File: config.mk
export PLATFORM = sky130hd
export DESIGN_NAME = f2i_seq
export DESIGN_NICKNAME = d
export VERILOG_FILES = /design/src/rtl/f2i_seq.sv
export SDC_FILE = /design/constraint.sdc
export NUM_CORES = 1
export LEC_CHECK = 0
export ABC_AREA = 1
export BUFFER_PORTS_ARGS = -buffer_cell sky130_fd_sc_hd__buf_4
export CORE_ASPECT_RATIO = 0.9
export CORE_MARGIN = 1
export CORE_UTILIZATION = 50
export DETAILED_ROUTE_END_ITERATION = 10
export GPL_TIMING_DRIVEN = 0
export PLACE_DENSITY = 0.71
export RECOVER_POWER = 50
export SKIP_CTS_REPAIR_TIMING = 1
export SLEW_MARGIN = 20
export SYNTH_ARGS = -nofsm -noshare
export SYNTH_HDL_FRONTEND = slang
export SYNTH_SLANG_ARGS = --single-unit
export TNS_END_PERCENT = 20
File: constraint.sdc
create_clock -name clk -period 2.32 [get_ports clk]
set_input_delay 0.464 -clock clk [delete_from_list [all_inputs] [get_ports clk]]
set_output_delay 0.464 -clock clk [all_outputs]
set_load 0.01 [all_outputs]
File: src/rtl/f2i_seq.sv
// Multi-cycle float (s|e8|m7, bias EXP_BIAS) to 16-bit signed integer converter.
// Truncates toward zero, saturates out-of-range values, one shift per cycle.
module f2i_seq #(
  parameter int EXP_BIAS = 127
) (
  input  logic        clk,
  input  logic        reset,
  input  logic        in_valid,
  output logic        in_ready,
  input  logic [15:0] in_data,
  output logic        out_valid,
  input  logic        out_ready,
  output logic [15:0] out_data,
  output logic        out_sat,
  output logic        busy
);

  typedef enum logic [1:0] {IDLE, SHIFT, FIX, DONE} state_t;

  state_t      state_reg, state_next;
  logic        sign_reg, sign_next;
  logic        dir_reg, dir_next;      // 1 = shift left, 0 = shift right
  logic [2:0]  cnt_reg, cnt_next;
  logic [15:0] mag_reg, mag_next;
  logic        sat_reg, sat_next;
  logic [15:0] data_reg, data_next;
  logic        osat_reg, osat_next;

  // Operand decode, only consumed when an operand is accepted in IDLE
  logic signed [8:0] e_val;
  logic [15:0]       ld_mag;
  logic              ld_sat;
  logic              ld_dir;
  logic [2:0]        ld_cnt;

  assign e_val = $signed({1'b0, in_data[14:7]}) - $signed(9'(EXP_BIAS));

  always_comb begin
    ld_mag = {8'b0, 1'b1, in_data[6:0]};
    ld_sat = 1'b0;
    ld_dir = 1'b0;
    ld_cnt = 3'd0;
    if (e_val < 9'sd0) begin
      ld_mag = 16'h0000;
    end else if (e_val >= 9'sd15) begin
      if (!in_data[15]) begin
        ld_mag = 16'h7FFF;
        ld_sat = 1'b1;
      end else begin
        // -32768 is representable exactly; anything more negative clips to it
        ld_mag = 16'h8000;
        ld_sat = (e_val != 9'sd15) || (in_data[6:0] != 7'd0);
      end
    end else if (e_val < 9'sd7) begin
      ld_dir = 1'b0;
      ld_cnt = 3'(4'd7 - e_val[3:0]);
    end else begin
      ld_dir = 1'b1;
      ld_cnt = 3'(e_val[3:0] - 4'd7);
    end
  end

  always_comb begin
    state_next = state_reg;
    sign_next  = sign_reg;
    dir_next   = dir_reg;
    cnt_next   = cnt_reg;
    mag_next   = mag_reg;
    sat_next   = sat_reg;
    data_next  = data_reg;
    osat_next  = osat_reg;
    case (state_reg)
      IDLE: begin
        if (in_valid) begin
          sign_next  = in_data[15];
          dir_next   = ld_dir;
          cnt_next   = ld_cnt;
          mag_next   = ld_mag;
          sat_next   = ld_sat;
          state_next = (ld_cnt != 3'd0) ? SHIFT : FIX;
        end
      end
      SHIFT: begin
        mag_next = dir_reg ? {mag_reg[14:0], 1'b0} : {1'b0, mag_reg[15:1]};
        cnt_next = cnt_reg - 3'd1;
        if (cnt_reg == 3'd1) state_next = FIX;
      end
      FIX: begin
        // Negating 0x8000 wraps back to 0x8000, so the special needs no bypass
        data_next  = sign_reg ? (16'd0 - mag_reg) : mag_reg;
        osat_next  = sat_reg;
        state_next = DONE;
      end
      DONE: begin
        if (out_ready) state_next = IDLE;
      end
      default: state_next = IDLE;
    endcase
  end

  always_ff @(posedge clk or posedge reset) begin
    if (reset) begin
      state_reg <= IDLE;
      sign_reg  <= 1'b0;
      dir_reg   <= 1'b0;
      cnt_reg   <= 3'd0;
      mag_reg   <= 16'h0000;
      sat_reg   <= 1'b0;
      data_reg  <= 16'h0000;
      osat_reg  <= 1'b0;
    end else begin
      state_reg <= state_next;
      sign_reg  <= sign_next;
      dir_reg   <= dir_next;
      cnt_reg   <= cnt_next;
      mag_reg   <= mag_next;
      sat_reg   <= sat_next;
      data_reg  <= data_next;
      osat_reg  <= osat_next;
    end
  end

  assign in_ready  = (state_reg == IDLE);
  assign busy      = (state_reg != IDLE);
  assign out_valid = (state_reg == DONE);
  assign out_data  = data_reg;
  assign out_sat   = osat_reg;

endmodule

==> flow_metrics.py, run 1 <==
metrics = {
    "place": {
        "portBuffers": 39,
        "place.gp.congestion": 0.829,
        "hpwl_mm": 4.43,
    },
    "floorplanning": {
        "die_y_um": 71.9,
        "die_x_um": 79.7,
        "dieArea_um2": 5730,
        "rows": 25,
        "io_pins": 40,
        "start_util_pct": 51.7,
        "core_um2": 5260,
    },
    "synth": {
        "synth_area_um2": 2720,
        "synth_edf_count": 0,
        "synth-main-ff-cell": "dfrtp_1",
        "syn_inst": 347,
        "ys_seq_area_share_pct": 37.8,
        "synthesis.nets": 377,
        "synth_warnings": 0,
        "avgSynthCellArea_um2": 7.83,
        "yosysUniqueCellTypes": 36,
        "ys_async_sr_fraction_pct": 100,
        "synth-seq-cells": 41,
    },
    "route": {
        "wl_met1_mm": 2.77,
        "drt_wl_total_mm": 5.72,
        "vias_per_cell": 5.17,
        "wl_per_cell_um": 12.4,
        "wl_met3_um": 203,
        "ant_nets": 0,
        "num_vias": 2384,
        "dr.first_iter.drc_count": 115,
        "wl_met2_mm": 2.69,
        "routed.top_layer": "met4",
        "drt_first_pass_iters": 4,
        "route.detailed.drc": 0,
    },
    "sta": {
        "post-route-min-period_ns": 2.06,
        "slew_headroom_pct": 42.8,
        "tightest_slew_ns": 0.858,
        "rsz0062_at_grt": "no",
        "hold_viol_final": 0,
        "final.hold.worst_slack_ns": 0.104,
        "period_share_pct": 88.9,
        "setup_viol": 0,
        "drv_slew": 0,
        "clock_skew_ns": 0.00705,
        "maxClockFrequency_mhz": 485,
        "tns_ns": 0,
    },
    "power": {
        "powerDensity_nw_per_um2": 1260,
        "max-vdd-ir-drop_mv": 0.733,
        "p_leak_nw": 1.52,
    },
    "critical_path": {
        "crit_fanout": 10,
        "slowest_stage": "dfrtp_1",
        "crit_type": "flop to flop",
        "path_cells": "inv_1 -> ha_1 -> inv_2 -> nor2_1 -> clkbuf_1 -> a22oi_1 -> a21oi_2",
        "cp-end-kind": "flop",
        "max_stage_delay_ns": 0.42,
        "crit_required_ns": 2.55,
        "cp.arrival_ns": 2.29,
        "timing.critical_path.from_type": "flop",
    },
    "cells_and_area": {
        "mostFrequentLayoutCell": "nand2_1",
        "syn_to_final_growth_pct": 16.0,
        "nets": 424,
        "drive_gt1_share_pct": 18.5,
        "n_antenna_cell": 0,
        "fillers": 478,
        "final_cell_mix": "nand2_1, inv_1, dfrtp_1",
    },
    "cts": {
        "clkTransAtPathRegs_ns": 0.08,
        "clock_path_buffers": 2,
        "cts_buffers": 5,
        "root_buffer": "clkbuf_8",
        "clk_latency_ns": 0.29,
        "cts_tree": "done",
        "cts_num_sinks": 41,
        "htree_levels": 2,
    },
    "status": {
        "status": "finished, final reports clean",
    },
    "global_routing": {
        "grt_max_degree": 35,
        "grtUsageTotal_pct": 21.8,
        "grt_pass1_wl_mm": 9.93,
        "grt_pass1_vias": 2242,
        "antenna_found_initial": 0,
        "overflow": 0,
    },
    "hold_path": {
        "min_path_type": "input port to asynchronous set/reset pin",
    },
    "job": {
        "drv_cap": 0,
    },
}
## final timing paths
path                                                  to  slack [ns]  depth (start not counted)                startpoint
worst max-delay path             mag_reg[13]$_DFFE_PP0P_        0.26                          7  state_reg[1]$_DFFE_PP0P_
worst min register to register  out_data[11]$_DFFE_PP0P_        0.49                          2  out_data[11]$_DFFE_PP0P_
worst max register to register   mag_reg[13]$_DFFE_PP0P_        0.26                          7  state_reg[1]$_DFFE_PP0P_
worst min-delay path             out_data[0]$_DFFE_PP0P_        0.10                          2                     reset
min in group clk                 mag_reg[15]$_DFFE_PP0P_        0.47                          3               in_data[15]
max in group asynchronous         cnt_reg[0]$_DFFE_PP0P_        1.10                          3                     reset
## worst max-delay path, delay by kind of cell, from the launching register on
kind                     cells  cell delay (ns)
buffers and inverters        3             0.64
flip-flops                   1             0.42
AND/OR/NAND/NOR              1             0.36
AO/OA/AOI/OAI                2             0.32
adder cells (fa/ha/maj)      1             0.26
## cell usage after synthesis, types with 2 or more instances
master    count  area (µm²)
inv_2         2        7.51
inv_1        42         158
a21oi_1      13        65.1
nor4_1        2        12.5
or2_2         2        12.5
o21ai_1       2        10.0
nor2_1       34         128
dfrtp_1      41        1030
a221oi_1      7        61.3
a21oi_2       7        61.3
o31ai_1       3        22.5
nand3_2       4        40.0
a31oi_1       2        12.5
xor2_1       12         105
ha_1         10         125
nor2_2        2        12.5
nand2_1      62         233
nand2_2       3        18.8
clkbuf_1      9        33.8
a22oi_2       4        50.1
nor3_1        7        35.0
nand3_1      24         120
nand4_1       3        18.8
xnor2_1       2        17.5
nand2_4       4        45.0
a22oi_1       8        60.1
nand3b_1      3        22.5
o21ai_0      25         125
## where the power goes
group / total, mW / internal [mW] / leakage, nW / switching (mW)
Combinational: 2.10 / 0.835 / 0.985 / 1.27
Sequential: 1.38 / 1.09 / 0.490 / 0.298
Clock: 0.482 / 0.235 / 0.0433 / 0.246
Total: 3.97 / 2.16 / 1.52 / 1.81
## routing by layer
| layer | GRT usage (%) | vias up |
|---|---|---|
| li1 | - | 1244 |
| met1 | 28.0 | 1088 |
| met2 | 38.0 | 45 |
| met3 | 3.90 | 7 |
| met4 | 5.45 | 0 |
| met5 | 0 | - |
## area by class of cell
class / instances / area [µm²] / share of cell area (%)
plain buffers: 12 / 51.3 / 1.63
clock buffers: 6 / 82.6 / 2.62
clock inverters: 1 / 7.51 / 0.238
inverters: 45 / 171 / 5.44
multi-input cells: 249 / 1470 / 46.6
flip-flops and latches: 41 / 1030 / 32.6
well taps: 67 / 83.8 / 2.66
repair buffers: 40 / 260 / 8.26
## metrics by stage
step,setup WS [ns],instance area [µm²],utilization (%),power [mW],instances
after global placement,0.166,3090,58.9,3.52,453
after detailed placement,0.156,3110,59.2,3.59,454
after CTS,0.171,3200,61.0,4.07,461
after global routing,0.0444,3150,60.0,4.35,461
final,0.258,3150,60.0,3.97,461
after floorplan,0.417,2720,-,2.90,347
## kinds of logic (layout without fill, tap and decap cells)
| kind of cell | count (synthesis) | count (layout) | synth area share [%] |
|---|---|---|---|
| simple gates | 153 | 153 | 27.1 |
| compound gates | 72 | 72 | 17.8 |
| buf+inv | 57 | 104 | 8.15 |
| flops | 41 | 41 | 37.8 |
| xor+xnor | 14 | 14 | 4.51 |
| fa+ha+maj | 10 | 10 | 4.61 |
Power figures use the tool's default switching activity.
==> run 2: changes to the inputs <==
--- a/config.mk
+++ b/config.mk
@@ -5,8 +5,8 @@
 export SDC_FILE = /design/constraint.sdc
 export NUM_CORES = 1
 export LEC_CHECK = 0
-export ABC_AREA = 1
 export BUFFER_PORTS_ARGS = -buffer_cell sky130_fd_sc_hd__buf_4
+export CAP_MARGIN = 25
 export CORE_ASPECT_RATIO = 0.9
 export CORE_MARGIN = 1
 export CORE_UTILIZATION = 50
==> run 2 against run 1 <==
Effect of this change:
- combinational power grew 18%
- global-route usage grew 1.8 points
- critical path depth grew 2
- highest routed layer unchanged
==> flow_metrics.py, run 2 <==
metrics = {
    "synth": {
        "synth_area_um2": 2840,
        "synth_area_leaders": "dfrtp_1, nor2_1, a21oi_1, mux2_2, ha_1",
        "synth_fa_ha_area_share_pct": 4.41,
        "synth-main-ff-cell": "dfrtp_1",
        "ys_top_cells_by_count": "dfrtp_1, nor2_1, a21oi_1",
        "yosysTopAreaCell": "dfrtp_1",
        "synth_edf_count": 0,
        "synth-simple-area-share_pct": 21.8,
        "synth_top_area_share_pct": 36.2,
        "synth_top_family_by_area": "simple AND/OR/NAND/NOR gates",
        "ys_async_sr_fraction_pct": 100,
        "synth_warnings": 0,
        "syn_inst": 302,
        "yosysMostFrequentCell": "dfrtp_1",
        "synth_compound_area_share_pct": 18.5,
        "synthXorXnorAreaFrac_pct": 4.63,
        "ys_seq_area_share_pct": 36.2,
        "avgSynthCellArea_um2": 9.39,
        "synthMuxAreaShare_pct": 8.43,
        "synth-seq-cells": 41,
        "synthesis.nets": 332,
        "yosysUniqueCellTypes": 62,
    },
    "critical_path": {
        "crit_fanout": 9,
        "path_cells": "buf_4 -> ha_1 -> buf_2 -> xor2_1 -> a211oi_1 -> a21oi_2 -> a221oi_4 -> mux2i_1 -> o31ai_2",
        "timing.critical_path.from_type": "input port",
        "crit_buf_inv": 2,
        "max_stage_delay_ns": 0.40,
        "cp.arrival_ns": 2.36,
        "crit_type": "input port to flop",
        "crit_required_ns": 2.49,
        "cp-end-kind": "flop",
        "slowest_stage": "a211oi_1",
        "cp_top_family": "compound AO/OA/AOI/OAI gates",
    },
    "global_routing": {
        "grt_max_degree": 28,
        "overflow": 0,
        "grt_pass1_wl_mm": 10.7,
        "grt_pass1_vias": 2154,
        "grtUsageTotal_pct": 23.6,
        "antenna_found_initial": 0,
    },
    "floorplanning": {
        "io_pins": 40,
        "die_y_um": 73.4,
        "start_util_pct": 53.0,
        "die_x_um": 81.4,
        "dieArea_um2": 5980,
        "core_um2": 5350,
        "rows": 25,
    },
    "place": {
        "place.gp.congestion": 0.808,
        "dp_slack_ns": -0.174,
        "portBuffers": 39,
        "dp_cells": 409,
        "hpwl_mm": 4.79,
    },
    "sta": {
        "slew_headroom_pct": 17.3,
        "setup_ws_ns": 0.130,
        "final.hold.worst_slack_ns": 0.223,
        "clock_skew_ns": 0.00449,
        "drv_slew": 0,
        "period_share_pct": 94.4,
        "setup_viol": 0,
        "tightest_slew_ns": 1.24,
        "maxClockFrequency_mhz": 457,
        "post-route-min-period_ns": 2.19,
        "rsz0062_at_grt": "no",
        "hold_viol_final": 0,
    },
    "cts": {
        "cts_buffers": 5,
        "clkTransAtPathRegs_ns": 0.08,
        "cts_num_sinks": 41,
        "htree_levels": 2,
        "root_buffer": "clkbuf_8",
        "cts_tree": "done",
        "clock_path_buffers": 2,
        "clk_latency_ns": 0.29,
    },
    "cells_and_area": {
        "final_util_pct": 61.7,
        "drive_gt1_share_pct": 25.2,
        "syn_to_final_growth_pct": 16.4,
        "finalNonFillerCells": 416,
        "fillers": 469,
        "mostFrequentLayoutCell": "dfrtp_1",
        "n_antenna_cell": 0,
        "final_cell_mix": "dfrtp_1, nor2_1, buf_4",
        "nets": 379,
    },
    "route": {
        "drt_wl_total_mm": 6.39,
        "dr.first_iter.drc_count": 134,
        "drt_first_pass_iters": 4,
        "num_vias": 2325,
        "ant_nets": 0,
        "vias_per_cell": 5.59,
        "route.detailed.drc": 0,
        "wl_per_cell_um": 15.4,
    },
    "power": {
        "p_leak_nw": 1.43,
        "p_int_mw": 2.55,
        "power.share.switching_pct": 43.3,
        "power_frac_comb_pct": 55.1,
        "max-vdd-ir-drop_mv": 0.723,
        "seq_power_share_pct": 32.4,
        "clkPwrFrac_pct": 12.5,
        "p_switching_mw": 1.94,
        "fin_total_pwr_mw": 4.49,
        "powerDensity_nw_per_um2": 1360,
    },
    "job": {
        "drv_cap": 0,
    },
    "status": {
        "status": "finished, final reports clean",
    },
    "hold_path": {
        "min_path_type": "input port to asynchronous set/reset pin",
    },
}
run 2: changes by cell type after synthesis, sizes merged, moves of 12 or more:
cell,change
nand3,-27
a22oi,-12
mux2,+12
inv,-31
o21ai,-15
nand2,-47
run 2: final timing paths:
kind                                               start                      end  slack [ns]  cells after the start
worst max-delay path                          in_data[7]   cnt_reg[2]$_DFFE_PP0P_        0.13                      9
worst min-delay path                               reset   mag_reg[6]$_DFFE_PP0P_        0.22                      2
worst max register to register  state_reg[0]$_DFFE_PP0P_   mag_reg[2]$_DFFE_PP0P_        0.21                      7
worst min register to register       sat_reg$_DFFE_PP0P_      sat_reg$_DFFE_PP0P_        0.50                      2
max in group asynchronous                          reset  mag_reg[14]$_DFFE_PP0P_        0.45                      3
min in group clk                              in_data[6]   mag_reg[6]$_DFFE_PP0P_        0.44                      3
run 2: worst reg2reg max path, cell delays in order (launching register included):
cell and delay (ns):
dfrtp_1 0.38, inv_1 0.09, ha_1 0.29, nand2_1 0.26, a21boi_4 0.39, clkbuf_2 0.36, nor3_1 0.10, nor3_1 0.16
run 2: layout make-up:
| type | count | area (µm²) | area share, % |
|---|---|---|---|
| Clock buffer | 5 | 68.8 | 2.08 |
| Buffer | 18 | 121 | 3.68 |
| Tap cell | 67 | 83.8 | 2.54 |
| Clock inverter | 2 | 35.0 | 1.06 |
| Multi-Input combinational cell | 229 | 1650 | 49.8 |
| Timing Repair Buffer | 40 | 268 | 8.11 |
| Sequential cell | 41 | 1030 | 31.1 |
| Inverter | 14 | 52.6 | 1.59 |
run 2: kinds of logic (layout without fill, tap and decap cells):
family                   count (synthesis)  after routing
multiplexers                            22             22
AO/OA/AOI/OAI                           74             74
AND/OR/NAND/NOR                        108            108
adder cells (fa/ha/maj)                 10             10
XOR/XNOR                                15             15
flip-flops                              41             41
buffers and inverters                   32             79
run 2: routing by layer:
metal	routed length (µm)	vias to the layer above	part of all wire, %	GRT usage [%]
li1	-	1175	-	-
met2	2950	51	46	36.7
met5	0	-	0	0
met4	16	0	0.25	5.95
met1	3140	1096	49	33.9
met3	285	3	4.5	3.85
run 2: stage by stage:
stage | TNS [ns] | cell area, µm²
3_5_place_dp | -1.39 | 3230
2_1_floorplan | 0 | 2840
6_report | 0 | 3300
3_3_place_gp | -0.946 | 3210
5_1_grt | 0 | 3300
4_1_cts | -0.554 | 3340
run 2: power by group through the flow:
| stage | logic, mW | clock network [mW] | registers, mW |
|---|---|---|---|
| floorplan | 1.79 | 0 | 1.45 |
| global placement | 2.49 | 0 | 1.46 |
| detailed placement | 2.53 | 0 | 1.47 |
| CTS | 2.55 | 0.573 | 1.45 |
| global route | 2.76 | 0.609 | 1.51 |
| finish | 2.47 | 0.559 | 1.45 |
